===== src/rtl/irq_pkg.sv =====
// Shared definitions for the interrupt controller: FSM encoding,
// register offsets and vector width.
package irq_pkg;

  localparam int VEC_W       = 3;
  localparam int STACK_DEPTH = 4;

  typedef enum logic [1:0] {
    IDLE       = 2'd0,
    REQUEST    = 2'd1,
    IN_SERVICE = 2'd2
  } irq_state_e;

  localparam logic [1:0] REG_MASK = 2'd0;
  localparam logic [1:0] REG_PEND = 2'd1;
  localparam logic [1:0] REG_STAT = 2'd2;

endpackage


===== src/rtl/irq_prio_enc.sv =====
// Fixed-priority encoder: reports the lowest set index of req and
// whether any bit is set at all.
module irq_prio_enc
  import irq_pkg::*;
#(
  parameter int N_SRC = 8
) (
  input  logic [N_SRC-1:0] req,
  output logic [VEC_W-1:0] id,
  output logic             valid
);

  // Scan from the top down so the lowest set index is the last one written.
  always_comb begin
    id    = '0;
    valid = 1'b0;
    for (int i = N_SRC - 1; i >= 0; i--) begin
      if (req[i]) begin
        id    = VEC_W'(i);
        valid = 1'b1;
      end
    end
  end

endmodule


===== src/rtl/irq_controller.sv =====
// Interrupt controller: edge capture into a pending register, CPU mask,
// fixed-priority selection and a req/ack/eoi handshake toward the cpu.
// Handshake: irq_req is held while a request is offered and irq_vec names
// it; the cpu answers with a one-cycle irq_ack pulse (taken on that edge),
// and later a one-cycle irq_eoi pulse ends the handler.
// Optional nesting of higher-priority sources is enabled by defining
// IRQ_NESTED_EN.
module irq_controller
  import irq_pkg::*;
#(
  parameter int          N_SRC     = 8,
  parameter logic [15:0] BASE_ADDR = 16'hFF00
) (
  input  logic             clk,
  input  logic             reset,
  input  logic [N_SRC-1:0] irq_src,
  output logic             irq_req,
  output logic [VEC_W-1:0] irq_vec,
  input  logic             irq_ack,
  input  logic             irq_eoi,
  input  logic [15:0]      bus_addr,
  input  logic [15:0]      bus_wdata,
  input  logic             bus_we,
  output logic [15:0]      bus_rdata,
  output logic             bus_hit
);

  irq_state_e       state, state_next;
  logic [N_SRC-1:0] mask, pending, src_prev;
  logic [N_SRC-1:0] rising, eligible, clr_bus, clr_ack, pend_next;
  logic [VEC_W-1:0] winner, active, pop_id;
  logic             any;
  logic             take, push, pop, nest_ok;
  logic [2:0]       depth;
  logic [15:0]      offset;
  logic [1:0]       sel;
  logic             wr_mask, wr_pend;
  logic             unused_bits;

  // Address decode; 17-bit compare so a base near the top of memory
  // does not wrap.
  assign offset  = bus_addr - BASE_ADDR;
  assign sel     = offset[1:0];
  assign bus_hit = ({1'b0, bus_addr} >= {1'b0, BASE_ADDR}) &&
                   ({1'b0, bus_addr} <= ({1'b0, BASE_ADDR} + 17'd2));
  assign wr_mask = bus_we && bus_hit && (sel == REG_MASK);
  assign wr_pend = bus_we && bus_hit && (sel == REG_PEND);
  assign unused_bits = ^{offset[15:2], bus_wdata[15:N_SRC]};

  assign rising   = irq_src & ~src_prev;
  assign eligible = pending & mask;

  irq_prio_enc #(.N_SRC(N_SRC)) u_prio (
    .req   (eligible),
    .id    (winner),
    .valid (any)
  );

`ifdef IRQ_NESTED_EN
  logic [VEC_W-1:0] stack [STACK_DEPTH];

  assign nest_ok = any && (winner < active) && (depth < 3'(STACK_DEPTH));
  assign pop_id  = stack[2'(depth - 3'd1)];

  // Saved-id stack: push the interrupted id on a nested ack, pop on eoi.
  always_ff @(posedge clk) begin
    if (reset) begin
      depth <= 3'd0;
    end else if (push) begin
      stack[depth[1:0]] <= active;
      depth             <= depth + 3'd1;
    end else if (pop) begin
      depth <= depth - 3'd1;
    end
  end
`else
  assign nest_ok = 1'b0;
  assign pop_id  = '0;
  assign depth   = 3'd0;
`endif

  // State register.
  always_ff @(posedge clk) begin
    if (reset) state <= IDLE;
    else       state <= state_next;
  end

  // Next state and handshake outputs.
  always_comb begin
    state_next = state;
    irq_req    = 1'b0;
    irq_vec    = '0;
    take       = 1'b0;
    push       = 1'b0;
    pop        = 1'b0;
    case (state)
      IDLE: begin
        if (any) state_next = REQUEST;
      end
      REQUEST: begin
        irq_req = any;
        irq_vec = winner;
        if (!any) begin
          state_next = IDLE;
        end else if (irq_ack) begin
          take       = 1'b1;
          state_next = IN_SERVICE;
        end
      end
      IN_SERVICE: begin
        irq_req = nest_ok;
        irq_vec = nest_ok ? winner : active;
        if (nest_ok && irq_ack) begin
          take = 1'b1;
          push = 1'b1;
        end else if (irq_eoi) begin
          if (depth != 3'd0) pop = 1'b1;
          else               state_next = IDLE;
        end
      end
      default: state_next = IDLE;
    endcase
  end

  // Pending update: W1C and ack clears first, then new edges win.
  always_comb begin
    clr_bus = wr_pend ? bus_wdata[N_SRC-1:0] : '0;
    clr_ack = '0;
    for (int i = 0; i < N_SRC; i++) begin
      clr_ack[i] = take && (winner == VEC_W'(i));
    end
    pend_next = (pending & ~clr_bus & ~clr_ack) | rising;
  end

  // Mask, pending, edge history and active id registers.
  always_ff @(posedge clk) begin
    if (reset) begin
      mask     <= '0;
      pending  <= '0;
      src_prev <= '0;
      active   <= '0;
    end else begin
      src_prev <= irq_src;
      pending  <= pend_next;
      if (wr_mask) mask <= bus_wdata[N_SRC-1:0];
      if (take)     active <= winner;
      else if (pop) active <= pop_id;
    end
  end

  // Combinational register read-back.
  always_comb begin
    bus_rdata = 16'h0000;
    if (bus_hit) begin
      case (sel)
        REG_MASK: bus_rdata[N_SRC-1:0] = mask;
        REG_PEND: bus_rdata[N_SRC-1:0] = pending;
        REG_STAT: begin
          bus_rdata[15]  = (state == IN_SERVICE);
          bus_rdata[6:4] = depth;
          bus_rdata[2:0] = active;
        end
        default: bus_rdata = 16'h0000;
      endcase
    end
  end

endmodule


===== config.mk =====
export PLATFORM = sky130hd
export DESIGN_NAME = irq_controller
export DESIGN_NICKNAME = d
export VERILOG_FILES = /design/src/rtl/irq_pkg.sv /design/src/rtl/irq_prio_enc.sv /design/src/rtl/irq_controller.sv
export SDC_FILE = /design/constraint.sdc
export NUM_CORES = 1
export LEC_CHECK = 0
export BUFFER_PORTS_ARGS = -buffer_cell sky130_fd_sc_hd__buf_4
export CORE_AREA = 2 2 73 89
export DETAILED_ROUTE_END_ITERATION = 8
export DIE_AREA = 0 0 75 91
export PLACE_DENSITY_LB_ADDON = 0.25
export SLEW_MARGIN = 20
export SYNTH_ARGS = -nofsm -noshare
export SYNTH_HDL_FRONTEND = slang
export SYNTH_SLANG_ARGS = --single-unit

===== constraint.sdc =====
create_clock -name clk -period 2.7 [get_ports clk]
set_input_delay 0.135 -clock clk [delete_from_list [all_inputs] [get_ports clk]]
set_output_delay 0.135 -clock clk [all_outputs]
set_load 0.01 [all_outputs]

Word-level counts from Yosys, hierarchy flattened
Cells that the tools add are included.
{ "op_classes": {"n_addsub": 1, "n_mul": 0, "n_div": 0, "order_cmp": 2, "eq_ne": 14, "shift": 0, "muxes": 34, "bitwise_logic": 8, "reduce_logical": 16} }
{ "op_table": {"columns": ["cell", "n"], "rows": [
  ["$and 8x8->8", 4],
  ["$mux 3", 9],
  ["$not 8->8", 3],
  ["$ge 16x16->1 const B", 1],
  ["$le 16x16->1 const B", 1],
  ["$mux 16", 1],
  ["$mux 1", 13],
  ["$eq 3x3->1 const B", 4],
  ["$logic_and 1x1->1", 12],
  ["$pmux 3 s2", 2],
  ["$pmux 3 s3", 1],
  ["$mux 2", 4],
  ["$mux 8", 1],
  ["$or 8x8->8", 1],
  ["$eq 3x2->1 const B", 2],
  ["$pmux 2 s3", 1],
  ["$eq 2x1->1 const B", 2],
  ["$eq 2x2->1 const B", 2],
  ["$logic_not 2->1", 2],
  ["$ne 2x2->1 const B", 2],
  ["$pmux 1 s2", 2],
  ["$eq 3x1->1 const B", 1],
  ["$logic_not 3->1", 1],
  ["$ne 3x3->1 const B", 1],
  ["other kinds (2)", 2]
]} }
{ "totals": {"reg_bits": 29, "latch_bits": 0, "ramBits": 0, "rom_bits": 0, "inputBits": 45, "out_inout_bits": 21, "mem_count": 0} }

Logic depth before layout (Yosys ltp)
Gate-level depths: netlist of the first run.
{ "logic_depth": {"depth_word": 15, "depth_mapped": 8, "ltp_nobuf": 7} }

By module
A second synthesis of the first run with hierarchy kept.
{ "unflattened": {"hier_cells": 204, "hier_area_um2": 1676.6} }
{ "by_module_without_submodules": {"columns": ["mod", "instances", "cells_each", "area_per_inst_um2"], "rows": [
  ["irq_controller", 1, 191, 1596.5],
  ["irq_prio_enc", 1, 13, 80.1]
]} }

Least setup slack after synthesis of the first run
Ideal clock, no wire load.
{ "synth_timing": {"kind": "input to register", "startpoint": "input bus_addr[5]", "endpoint": "register mask[0]", "arrival_ns": 1.811, "slack_ns": 0.761, "cell_stages": 6, "path_cell_list": "or4_1 -> or4_4 -> nor4b_2 -> buf_6 -> mux2i_1 -> nor2_1"} }
{ "synth_between": {"elab_chain_len": 4, "elab_cells_between_ends": 5} }
{ "synth_rtl": {"columns": ["item", "line_no", "source"], "rows": [
  ["start, declared", "irq_controller.sv:21", "input logic [15:0] bus_addr,"],
  ["$ge 16x16->1 / $le 16x16->1 (equally long branches)", "irq_controller.sv:44, irq_controller.sv:45", null],
  ["$logic_and 1x1->1 (*)", "irq_controller.sv:44", "assign bus_hit = ({1'b0, bus_addr} >= {1'b0, BASE_ADDR}) &&"],
  ["$logic_and 1x1->1 (*) (2 in series)", "irq_controller.sv:46", "assign wr_mask = bus_we && bus_hit && (sel == REG_MASK);"],
  ["end signal, assigned", "irq_controller.sv:145", "if (wr_mask) mask <= bus_wdata[N_SRC-1:0];"],
  ["end, declared", "irq_controller.sv:29", "logic [N_SRC-1:0] mask, pending, src_prev;"]
]} }
Mark *: on every way between the ends. The rest lies on a longest branch, timed or not.
A chain may end at the register's enable or synchronous reset.

Final worst setup path of the first run
{ "layout_timing": {"startpoint": "input bus_addr[5]", "endpoint": "output bus_rdata[4]"} }
{ "layout_between": {"elab_chain_len": 3, "elab_cells_between_ends": 4} }
{ "layout_rtl": {"columns": ["item", "line_no", "source"], "rows": [
  ["$ge 16x16->1 / $le 16x16->1 (equally long branches)", "irq_controller.sv:44, irq_controller.sv:45", null],
  ["$logic_and 1x1->1 (*)", "irq_controller.sv:44", null],
  ["$mux 16 (*)", "irq_controller.sv:154", "if (bus_hit) begin"],
  ["end, declared", "irq_controller.sv:24", "output logic [15:0] bus_rdata,"]
]} }
Marked as above.

==> results of run 1 <==
## routing by layer
layer | track usage, % | up-vias
li1 | - | 776
met1 | 14.1 | 663
met2 | 19.6 | 52
met3 | 3.66 | 5
met4 | 4.02 | 0
met5 | 0 | -
## kinds of logic (layout without fill, tap and decap cells)
kind of cell             count (synthesis)  after routing
multiplexers                            17             17
other                                    1              7
flip-flops                              29             29
AND/OR/NAND/NOR                         95             95
AO/OA/AOI/OAI                           34             34
adder cells (fa/ha/maj)                  3              3
buffers and inverters                   21             65
## path summary, 6_finish.rpt
path,start,endpoint,slack [ns],depth (start not counted)
worst max-delay path,bus_addr[5],bus_rdata[4],0.53,6
worst min-delay path,irq_src[1],src_prev[1],0.08,2
worst max register to register,pending[3],state[1],0.82,5
worst min register to register,src_prev[2],pending[2],0.46,2
## registers in the layout, summed over array words and instances (netlist names)
register and cells:
src_prev 8, state 2, pending 8, active 3, mask 8
## per-stage QoR
stage	total power, W	hold slack, ns	util, %	cells	setup WS [ns]
finish	0.000910	0.0814	36.3	332	0.532
global route	0.000961	0.100	36.3	332	0.415
CTS	0.000923	0.0791	36.3	332	0.529
detailed placement	0.000566	0.368	34.8	325	0.527
global placement	0.000564	0.361	34.8	325	0.527
floorplan	0.000519	0.218	-	206	0.761
## area by class of cell
cell class	instances	area [µm²]
well taps	82	103
flip-flops and latches	29	581
multi-input cells	156	971
clock buffers	7	86.3
repair buffers	52	390
fillers	655	3780
inverters	6	22.5
## power by group
group / leakage [nW] / switching (W) / internal (W)
Sequential: 0.238 / 0.0000139 / 0.000446
Combinational: 0.575 / 0.0000402 / 0.0000552
Clock: 0.0443 / 0.000154 / 0.000202
## Yosys cell counts, drive strengths merged, types with 3 or more instances
cell type  instances  area share (%)
nand2             17             3.9
mux2i             17              10
o2bb2ai            3             1.6
clkbuf             5             1.1
nor2              29             6.6
buf               10             4.4
ha                 3             2.3
dfxtp             29              35
nor2b             19             7.2
a22oi              3             1.4
nand2b            11             4.2
a22o               5             2.7
a21oi              7             2.1
nor3               5             1.5
nand3              3            0.91
o31ai              3             1.4
o22ai              3             1.1
inv                6             1.4
## critical path, cell delays in order
cell and delay [ns]:
buf_4 0.10, or4_1 0.52, or4_4 0.51, or2_1 0.40, nor2_1 0.21, buf_4 0.14
==> impl_metrics.yaml, run 1 <==
run_status:
  status: "complete, no violations"
placed_design:
  dp_hpwl_um: 3030
  placed_cell_area_um2: 2070
  routabilityCongestion: 0.686
  port_buffers: 50
route:
  routed_wl_um: 3960
  route.vias.total: 1496
  drt_iter0_markers: 50
  dr_wl_met3_um: 278
  vias_per_cell: 4.51
  ant_nets: 0
  wl_per_cell_um: 11.9
  first_pass_iters: 4
  wl_met2_um: 1830
  met1_length_um: 1790
  remaining_drc_errors: 0
  highest_layer: "met4"
setup_path:
  worstSetupStartpointType: "primary input"
  path_class: "in -> out"
  required_ns: 2.57
  worstPathArrival_ns: 2.03
  cp_max_fo: 13
  endpoint_kind: "primary output"
timing:
  tightestPinTransition_ns: 0.728
  max_slew_margin_pct: 51.0
  rsz0062_at_grt: "false"
  fin_crit_ns: 2.17
  clock.fmax_mhz: 461
  post-route-period-util_pct: 80.3
  hold_viol: 0
  setup_viol: 0
  setup_tns_ns: 0
  final_max_slew_viol_count: 0
  skew_ns: 0.00627
synthesis:
  synthMuxAreaShare_pct: 10.4
  yosysUniqueCellTypes: 40
  synth-edff-count: 0
  synth_compound_area_share_pct: 15.0
  ys_seq_area_share_pct: 35.3
  syn_inst: 200
  synth_top_family_by_area: "simple AND/OR/NAND/NOR gates"
  synth-simple-area-share_pct: 29.9
  synth_area_um2: 1640
  synth_fa_ha_area_share_pct: 2.28
  ys.warnings.count: 0
  synth-xor-area-share_pct: 0
  ys_seq_elements: 29
  syn_avg_cell_area_um2: 8.21
  synth_flop_cell: "dfxtp_1"
  synthArstFlopShare_pct: 0
power:
  p_leak_nw: 0.857
  ir_drop_v: 0.000213
  p_per_area_nw_per_um2: 423
die:
  coreArea_um2: 5930
  die_x_um: 75
  die_h_um: 91
  rows: 31
  ioPinCount: 66
  dieArea_um2: 6830
  start_util_pct: 27.7
clocking:
  clkTransAtPathRegs_ns: 0.06
  htree_levels: 2
  ctsHoldBuffers: 0
  cts_setup_buffers: 0
  cts_buffer_depth: 2
  clock-sinks: 29
  cts_resized: 0
  cts_tree: "yes"
  cts_made_buffers: 5
  cts_root_buf: "clkbuf_8"
  insertion_delay_ns: 0.28
finish:
  layout_commonest_cell: "buf_4"
  nets: 298
  area_growth_pct: 31.1
  layout-drive-gt1-share_pct: 24.4
  antennaDiodeCount: 0
  final_cell_mix: "52 x buf_4, 29 x nor2_1, 29 x dfxtp_1"
  final_area_um2: 2150
global_route:
  grt_pass1_wl_um: 6200
  track_usage_pct: 11.8
  first_global_vias: 1399
  overflow: 0
  grt_start_max_net_pins: 31
  antenna_found_initial: 0
job:
  maxCapViolCount: 0
worst_hold_path:
  holdCritPathClass: "in -> reg"
No activity file was read; power rests on OpenSTA's default activity.
==> run 2, diff against run 1 <==
==> constraint.sdc (replaced) <==
create_clock -name clk -period 2 [get_ports clk]
set_input_delay 0.1 -clock clk [delete_from_list [all_inputs] [get_ports clk]]
set_output_delay 0.1 -clock clk [all_outputs]
set_load 0.01 [all_outputs]
==> run 2 against run 1 <==
Non-clock buffer count is 3 higher; register-to-register slack got worse by 0.41 ns; wire length rose by 2.5%; die area stayed put; critical path type unchanged; critical endpoint unchanged.
==> impl_metrics.yaml, run 2 (synthesized netlist as in run 1, its figures left out) <==
die:
  coreArea_um2: 5930
  dieArea_um2: 6830
  rows: 31
  die_h_um: 91
  ioPinCount: 66
  die_x_um: 75
  start_util_pct: 27.7
global_route:
  met1_usage_pct: 15.4
  antenna_found_initial: 0
  grt_use_met2_pct: 19.0
  top_usage_layer: "met2"
  grt_pass1_wl_um: 6400
  met3_usage_pct: 2.77
  track_usage_pct: 12.0
  first_global_vias: 1406
  overflow: 0
  grt_start_max_net_pins: 31
timing:
  post-route-period-util_pct: 97.3
  final_max_slew_viol_count: 0
  setup_viol: 0
  hold_viol: 0
  clock.fmax_mhz: 514
  setup_tns_ns: 0
  rsz0062_at_grt: "false"
  fin_crit_ns: 1.95
  skew_ns: 0.00635
setup_path:
  path_common_cell: "buf_4"
  cp_max_fo: 13
  critical_path.cell_chain: "buf_4 -> or4_1 -> or4_4 -> or2_4 -> nor2_1 -> buf_4"
  worstPathArrival_ns: 1.85
  endpoint_kind: "primary output"
  required_ns: 1.90
  worstSetupStartpointType: "primary input"
  max_stage_delay_ns: 0.52
  cp_slowest_cell: "or4_4"
  path_class: "in -> out"
job:
  maxCapViolCount: 0
finish:
  fill_cells: 651
  layout-drive-gt1-share_pct: 25.2
  nets: 301
  layout_commonest_cell: "buf_4"
  area_growth_pct: 32.2
  stdcell_count: 336
  antennaDiodeCount: 0
  final_cell_mix: "55 x buf_4, 29 x nor2_1, 29 x dfxtp_1"
  reg_top3: "mask: 8 flops, pending: 8 flops, src_prev: 8 flops"
power:
  p_leak_nw: 0.868
  pwr-share-clk_pct: 37.9
  combPwrFrac_pct: 10.7
  p_per_area_nw_per_um2: 557
  seqPwrFrac_pct: 51.4
  switching_power_w: 0.000286
  ir_drop_v: 0.000385
  p_sw_share_pct: 23.7
  fin_total_pwr_w: 0.00121
  p_int_w: 0.000923
clocking:
  cts_tree: "yes"
  ctsHoldBuffers: 0
  clkTransAtPathRegs_ns: 0.06
  cts_root_buf: "clkbuf_8"
  htree_levels: 2
  clock-sinks: 29
  cts_buffer_depth: 2
  insertion_delay_ns: 0.28
  cts_made_buffers: 5
route:
  vias_per_cell: 4.52
  wl_per_cell_um: 12.1
  routed_wl_um: 4060
  route.vias.total: 1520
  drt_iter0_markers: 65
  first_pass_iters: 4
  ant_nets: 0
  remaining_drc_errors: 0
placed_design:
  dp_hpwl_um: 3110
  placed_cells: 328
  port_buffers: 50
  routabilityCongestion: 0.740
run_status:
  status: "complete, no violations"
worst_hold_path:
  holdCritPathClass: "in -> reg"
-- run 2: cell count changes in the layout (fill, tap and decap cells not counted) --
cell / before / now
clkbuf_1: 1 / 3
or2_4: 0 / 1
clkbuf_8: 6 / 5
or2_1: 1 / 0
buf_4: 52 / 55
-- run 2: layout make-up --
| type | instances | area (µm²) | area share, % |
|---|---|---|---|
| clock buffers | 8 | 80.1 | 3.69 |
| inverters | 6 | 22.5 | 1.04 |
| multi-input cells | 156 | 973 | 44.8 |
| flip-flops and latches | 29 | 581 | 26.7 |
| well taps | 82 | 103 | 4.72 |
| repair buffers | 55 | 413 | 19.0 |
-- run 2: repair_timing --
item | CTS | global route
endpoints found under the hold margin | 0 | 0
resized for setup | 1 | 0
setup buffers | 0 | 0
endpoints found under the setup margin | 5 | 0
-- run 2: layer usage --
layer | routed length [µm] | part of all wire (%) | up-vias
li1 | - | - | 784
met2 | 1840 | 45 | 51
met4 | 68 | 1.7 | 0
met1 | 1860 | 46 | 679
met3 | 294 | 7.2 | 6
met5 | 0 | 0 | -
-- run 2: critical path: cells and delay by family --
family / cells / cell delay (ns)
and+or+nand+nor: 4 / 1.50
buffers and inverters: 2 / 0.24
-- run 2: through the flow --
stage               hold WS (ns)  area (µm²)  util, %  setup WS, ns
floorplan                  0.183        1670        -        0.0961
global placement           0.329        2090     35.2        -0.112
detailed placement         0.332        2090     35.2        -0.125
CTS                       0.0490        2170     36.6        0.0600
global route              0.0501        2170     36.6        0.0163
finish                    0.0485        2170     36.6        0.0543
-- run 2: worst paths after layout --
kind	start	endpoint	slack, ns	cells past startpoint
max	bus_addr[5]	bus_rdata[4]	0.05	6
min	irq_src[0]	src_prev[0]	0.05	2
max reg2reg	pending[3]	state[1]	0.41	6
min reg2reg	src_prev[6]	pending[6]	0.46	2
-- run 2: power by group through the flow --
stage	clock, W	combinational [W]	sequential, W
after floorplan	0	0.0000726	0.000627
after global placement	0	0.000130	0.000632
after detailed placement	0	0.000131	0.000633
after global routing	0.000500	0.000144	0.000624
final	0.000458	0.000129	0.000621
after CTS	0.000472	0.000132	0.000620
